--- config.mk ---
export PLATFORM = sky130hd
export DESIGN_NAME = btn_input
export DESIGN_NICKNAME = d
export VERILOG_FILES = /design/src/rtl/btn_input_pkg.sv /design/src/rtl/btn_input_debounce.sv /design/src/rtl/btn_input.sv
export SDC_FILE = /design/constraint.sdc
export NUM_CORES = 1
export LEC_CHECK = 0
export ABC_CLOCK_PERIOD_IN_PS = 5200
export BUFFER_PORTS_ARGS = -buffer_cell sky130_fd_sc_hd__buf_2
export CAP_MARGIN = 20
export CORE_MARGIN = 4
export CORE_UTILIZATION = 62
export DETAILED_ROUTE_END_ITERATION = 10
export PLACE_DENSITY = 0.78
export SLEW_MARGIN = 10
export SYNTH_ARGS = -nofsm -noshare
export SYNTH_HDL_FRONTEND = slang
export SYNTH_SLANG_ARGS = --single-unit
export TNS_END_PERCENT = 1
--- constraint.sdc ---
create_clock -name mclk -period 5.2 [get_ports mclk]
set_input_delay 0 -clock mclk [delete_from_list [all_inputs] [get_ports mclk]]
set_output_delay 0 -clock mclk [all_outputs]
set_load 0.01 [all_outputs]
--- src/rtl/btn_input_pkg.sv ---
// btn_input_pkg -- shared constants for the button/switch front end.
//   NUM_BTN / SW_W     : number of push buttons and switch width
//   *_DEF              : default timing parameters (in mclk cycles)
//   cnt_width()        : counter width sized from the largest timing parameter
package btn_input_pkg;

  localparam int NUM_BTN       = 4;
  localparam int SW_W          = 8;

  localparam int DEBOUNCE_DEF  = 500000;
  localparam int REP_DELAY_DEF = 25000000;
  localparam int REP_RATE_DEF  = 5000000;

  // Counters only ever hold (param - 1), so clog2 of the largest parameter
  // is enough; keep at least one bit for degenerate parameter values.
  function automatic int cnt_width(input int a, input int b, input int c);
    int m;
    m = a;
    if (b > m) m = b;
    if (c > m) m = c;
    return (m < 2) ? 1 : $clog2(m);
  endfunction

endpackage

--- src/rtl/btn_input_debounce.sv ---
// debounce -- per-button debouncer.
//   mclk, rst : clock, asynchronous active-high reset
//   din       : synchronized raw button level
//   level     : debounced level (registered)
//   rise      : one-cycle pulse, high in the first cycle level reads 1
// The level flips only after din has disagreed with it for DEBOUNCE
// consecutive cycles; a single agreeing sample restarts the count.
module debounce
  import btn_input_pkg::*;
#(
  parameter int DEBOUNCE = DEBOUNCE_DEF,
  parameter int CW       = 1
) (
  input  logic mclk,
  input  logic rst,
  input  logic din,
  output logic level,
  output logic rise
);

  localparam logic [CW-1:0] LAST = CW'(DEBOUNCE - 1);

  logic [CW-1:0] cnt;

  always_ff @(posedge mclk or posedge rst) begin
    if (rst) begin
      level <= 1'b0;
      rise  <= 1'b0;
      cnt   <= '0;
    end else begin
      rise <= 1'b0;
      if (din == level) begin
        cnt <= '0;
      end else if (cnt >= LAST) begin
        // DEBOUNCE-th disagreeing sample: accept the new level. The >=
        // compare also keeps the counter from ever wrapping.
        level <= din;
        rise  <= din;
        cnt   <= '0;
      end else begin
        cnt <= cnt + 1'b1;
      end
    end
  end

endmodule

--- src/rtl/btn_input.sv ---
// btn_input -- debounced button/switch command source.
//   mclk, rst   : clock, asynchronous active-high reset
//   sw, btn     : raw asynchronous switches / active-high buttons
//   out_valid   : command present (registered)
//   out_btn     : mask of buttons that produced this command
//   out_sw      : synchronized switch value captured with the command
//   in_ready    : consumer accepts the command this cycle
//   out_dropped : one-cycle pulse when an event found the buffer full
// Press events (debounced 0->1) from the same cycle merge into one mask.
// A lone held button auto-repeats after REP_DELAY, then every REP_RATE.
module btn_input
  import btn_input_pkg::*;
#(
  parameter int DEBOUNCE  = DEBOUNCE_DEF,
  parameter int REP_DELAY = REP_DELAY_DEF,
  parameter int REP_RATE  = REP_RATE_DEF
) (
  input  logic               mclk,
  input  logic               rst,
  input  logic [SW_W-1:0]    sw,
  input  logic [NUM_BTN-1:0] btn,
  output logic               out_valid,
  output logic [NUM_BTN-1:0] out_btn,
  output logic [SW_W-1:0]    out_sw,
  input  logic               in_ready,
  output logic               out_dropped
);

  localparam int CW = cnt_width(DEBOUNCE, REP_DELAY, REP_RATE);
  localparam logic [CW-1:0] DELAY_LAST = CW'(REP_DELAY - 1);
  localparam logic [CW-1:0] RATE_LAST  = CW'(REP_RATE - 1);

  // ---------------------------------------------------------------
  // Two-flop synchronizers; nothing downstream sees raw inputs.
  // ---------------------------------------------------------------
  logic [NUM_BTN-1:0] btn_m, btn_s;
  logic [SW_W-1:0]    sw_m, sw_s;

  always_ff @(posedge mclk or posedge rst) begin
    if (rst) begin
      btn_m <= '0;
      btn_s <= '0;
      sw_m  <= '0;
      sw_s  <= '0;
    end else begin
      btn_m <= btn;
      btn_s <= btn_m;
      sw_m  <= sw;
      sw_s  <= sw_m;
    end
  end

  // ---------------------------------------------------------------
  // Per-button debounce
  // ---------------------------------------------------------------
  logic [NUM_BTN-1:0] lvl, rise;

  for (genvar g = 0; g < NUM_BTN; g++) begin : g_db
    debounce #(
      .DEBOUNCE (DEBOUNCE),
      .CW       (CW)
    ) u_db (
      .mclk  (mclk),
      .rst   (rst),
      .din   (btn_s[g]),
      .level (lvl[g]),
      .rise  (rise[g])
    );
  end

  // ---------------------------------------------------------------
  // Auto-repeat. Armed only by a press that leaves exactly one button
  // down; any other level change disarms and clears the timer. rep_cnt
  // holds (cycles since last event - 1) so it never needs to reach the
  // parameter value itself.
  // ---------------------------------------------------------------
  logic          single;
  logic          rep_armed;
  logic          rep_phase;   // 0: waiting REP_DELAY, 1: REP_RATE cadence
  logic [CW-1:0] rep_cnt;
  logic [CW-1:0] rep_target;
  logic          rep_fire;

  assign single     = $onehot(lvl);
  assign rep_target = rep_phase ? RATE_LAST : DELAY_LAST;
  assign rep_fire   = rep_armed && single && (rise == '0) && (rep_cnt == rep_target);

  always_ff @(posedge mclk or posedge rst) begin
    if (rst) begin
      rep_armed <= 1'b0;
      rep_phase <= 1'b0;
      rep_cnt   <= '0;
    end else if (!single) begin
      rep_armed <= 1'b0;
      rep_phase <= 1'b0;
      rep_cnt   <= '0;
    end else if (rise != '0) begin
      // single && rise: the only button down was just pressed
      rep_armed <= 1'b1;
      rep_phase <= 1'b0;
      rep_cnt   <= '0;
    end else if (rep_armed) begin
      if (rep_fire) begin
        rep_phase <= 1'b1;
        rep_cnt   <= '0;
      end else if (rep_cnt != '1) begin
        rep_cnt <= rep_cnt + 1'b1;
      end
    end
  end

  // ---------------------------------------------------------------
  // Event merge and one-entry output buffer
  // ---------------------------------------------------------------
  logic [NUM_BTN-1:0] ev_mask;
  logic               ev;

  assign ev_mask = rise | (rep_fire ? lvl : '0);
  assign ev      = |ev_mask;

  always_ff @(posedge mclk or posedge rst) begin
    if (rst) begin
      out_valid   <= 1'b0;
      out_btn     <= '0;
      out_sw      <= '0;
      out_dropped <= 1'b0;
    end else begin
      out_dropped <= 1'b0;
      if (ev) begin
        if (!out_valid || in_ready) begin
          // empty, or the held command leaves this edge: load with no bubble
          out_valid <= 1'b1;
          out_btn   <= ev_mask;
          out_sw    <= sw_s;
        end else begin
          // buffer full and stalled: keep the old command
          out_dropped <= 1'b1;
        end
      end else if (in_ready) begin
        out_valid <= 1'b0;
      end
    end
  end

endmodule

==> results_dict.tcl <==
set metrics [dict create \
    outcome "finished clean" \
    post-route-drc-count 0 \
    critPathCaptureType "flop" \
    wl_met2_um 7560 \
    n_antenna_cell 0 \
    grt_max_degree 117 \
    nNetsFinal 807 \
    tns_ps 0 \
    htree_levels 4 \
    layout_setup_ws_ps 1350 \
    die-height_um 120 \
    ys_seq_area_share_pct 56.1 \
    synth_edf_count 0 \
    via_count 5629 \
    crit_required_ps 5460 \
    startpoint_type "flop" \
    synth_area_per_cell_um2 10.8 \
    ys_warn_count 0 \
    ios 29 \
    cts_tree "built" \
    routed-wl-met3_um 687 \
    syn-cell-area_um2 7720 \
    yosysTopAreaCell "dfrtp_1" \
    whs_ps 67.9 \
    synth_top_area_share_pct 56.1 \
    r2r_cells 10 \
    path_class "reg2reg" \
    gp_congestion 0.904 \
    wirelength_um 15600 \
    hp-class "in2async" \
    wl_met1_um 6960 \
    pre_cts_slack_ps 1410 \
    reg2reg_slack_ps 1350 \
    rows 40 \
    initial_utilization_pct 63.7 \
    clock_skew_ps 10.3 \
    clk_latency_ps 430 \
    drt-initial-drc-count 350 \
    grt_pass1_vias 5618 \
    port-buffer-count 28 \
    slew_headroom_pct 33.0 \
    fin_cells 965 \
    crit_fanout 25 \
    ys_seq_elements 173 \
    postCtsSetupBuffers 0 \
    r2r_end "rep_cnt[17]" \
    antenna_found_initial 0 \
    async_reset_ff_share_pct 100 \
    ctsHoldBuffers 14 \
    grt_use_total_pct 23.2 \
    ys_types 55 \
    multi_input_area_um2 3300 \
    fin_crit_sh_pct 74.0 \
    leakagePower_nw 3.57 \
    post_drt_wl_per_cell_um 16.1 \
    ctsResizeCount 0 \
    cts_sinks 173 \
    clk_pin_slew_ps 70 \
    final-hold-violation-count 0 \
    power_density_nw_per_um2 320 \
    synth_ff_type "dfrtp_1" \
    max_freq_mhz 260 \
    r2r_start "g_db[1].u_db.level" \
    grt_pass1_wl_um 26600 \
    avgViaCountPerCell 5.83 \
    gr-total-overflow 0 \
    dpl.hpwl_um 9850 \
    crit_arrival_ps 4110 \
    seq_area_um2 4330 \
    clockRootBuffer "clkbuf_16" \
    vdd_ir_drop_max_uv 301 \
    cts_made_buffers 17 \
    min_period_ps 3850 \
    final.fill_count 851 \
    placedCellCount 918 \
    synth_cells 716 \
    setup_viol 0 \
    fp.dieW_um 120 \
    synthTopCellsByArea "dfrtp_1, xnor2_1, nor3_1" \
    drv_slew 0 \
    core-area_um2 12100 \
    layout-drive-gt1-share_pct 10.3 \
    report.power.total_mw 2.83 \
    clockBufferDepth 2 \
    highest_layer "met4" \
    drv_cap 0 \
    rsz0062_at_grt "false" \
    ant_nets 0 \
    dieArea_um2 14300 \
    first_pass_iters 5 \
    areaGrowthSynthToFinish_pct 14.4 \
    worst_pin_slew_ps 1010 \
]
==> placed cells by master, fill, tap and decap left out, drive strengths merged, types with 3 or more instances in the layout <==
cell type | synthesis | layout
nor3b | 3 | 3
clkinvlp | 0 | 3
clkinv | 0 | 3
nand2 | 43 | 43
conb | 1 | 24
a2111oi | 3 | 3
o21ai | 15 | 15
o31ai | 6 | 6
nand3 | 33 | 33
nand2b | 8 | 8
xor2 | 34 | 34
a21oi | 26 | 26
buf | 7 | 32
nor4b | 3 | 3
inv | 21 | 26
and2 | 7 | 7
nor3 | 74 | 74
or3 | 9 | 9
and4 | 13 | 13
ha | 7 | 7
nand4 | 20 | 20
clkbuf | 13 | 20
xnor2 | 49 | 49
nor2 | 65 | 65
and3 | 9 | 9
dfrtp | 173 | 173
nor4 | 11 | 11
dlygate4sd3 | 0 | 14
mux2 | 9 | 9
o211ai | 12 | 12
or4 | 15 | 15
==> cell families (layout without fill, tap and decap cells) <==
group,Yosys count,in the layout,synth area share (%)
muxes,11,11,1.86
adders and majority gates,8,8,1.39
and+or+nand+nor,319,319,22.0
other,1,24,0.0486
DFF,173,173,56.1
buffers and inverters,41,99,2.33
xor gates and xnor gates,83,83,9.42
AOI/OAI and AO/OA,80,80,6.86
==> how the worst max path moves through the flow <==
stage                                  start          end  slack, ps  depth (start not counted)
after floorplan                          rst     btn_m[0]        510                          1
after global placement    g_db[1].u_db.level    out_sw[5]       1530                         10
after detailed placement  g_db[0].u_db.level    out_sw[6]       1410                         10
after CTS                 g_db[0].u_db.level    out_sw[6]       1380                         10
after global routing      g_db[0].u_db.level  rep_cnt[13]       1130                         10
final                     g_db[1].u_db.level  rep_cnt[17]       1350                         10
==> cell type report <==
cell class	instances	share of cell area, %
Clock inverter	12	1.43
Sequential cell	173	49.0
Clock buffer	20	5.17
Inverter	21	0.949
Multi-Input combinational cell	525	37.3
Tap cell	168	2.38
Timing Repair Buffer	46	3.74
==> worst max-delay path, cell delays in order (launching register included) <==
cell and delay, ps:
dfrtp_1 440, inv_1 110, fa_1 520, inv_1 50
ha_1 180, ha_1 310, or3b_2 530, nor4_4 310
o211a_1 310, nand2b_1 810, a21oi_1 120
==> where the power goes <==
part           total, mW  internal, mW  leakage (nW)  switching [mW]
combinational      0.165        0.0672          1.03          0.0981
clock               1.24         0.697         0.279           0.545
sequential          1.42          1.39          2.26          0.0293
total               2.83          2.15          3.57           0.673
==> metrics by stage <==
step	utilization (%)	cell area [um2]
floorplan	-	7810
global placement	66.7	8080
detailed placement	66.7	8080
CTS	72.7	8810
global route	72.9	8830
finish	72.9	8830
==> state kept, by name (all words and copies together) (netlist names), 4 cells and up <==
signal,flops
btn_m,4
btn_s,4
g_db.u_db.cnt,100
g_db.u_db.level,4
g_db.u_db.rise,4
out_btn,4
out_sw,8
rep_cnt,25
sw_m,8
sw_s,8
==> cell usage after synthesis (12+ instances only) <==
cell type	number
xnor2_1	49
a21oi_1	25
nor3_1	74
nor2_1	65
nand3_1	33
o21ai_0	13
o211ai_1	12
or4_1	14
clkbuf_1	13
nand2_1	43
dfrtp_1	173
inv_1	21
xor2_1	34
and4_1	13
nand4_1	20
==> layer usage <==
metal | GRT usage [%] | vias up
met4 | 10.4 | 0
met5 | 0 | -
met2 | 35.7 | 143
met1 | 31.9 | 2776
met3 | 5.18 | 40
li1 | - | 2670
No activity file was read; power rests on OpenSTA's default activity.
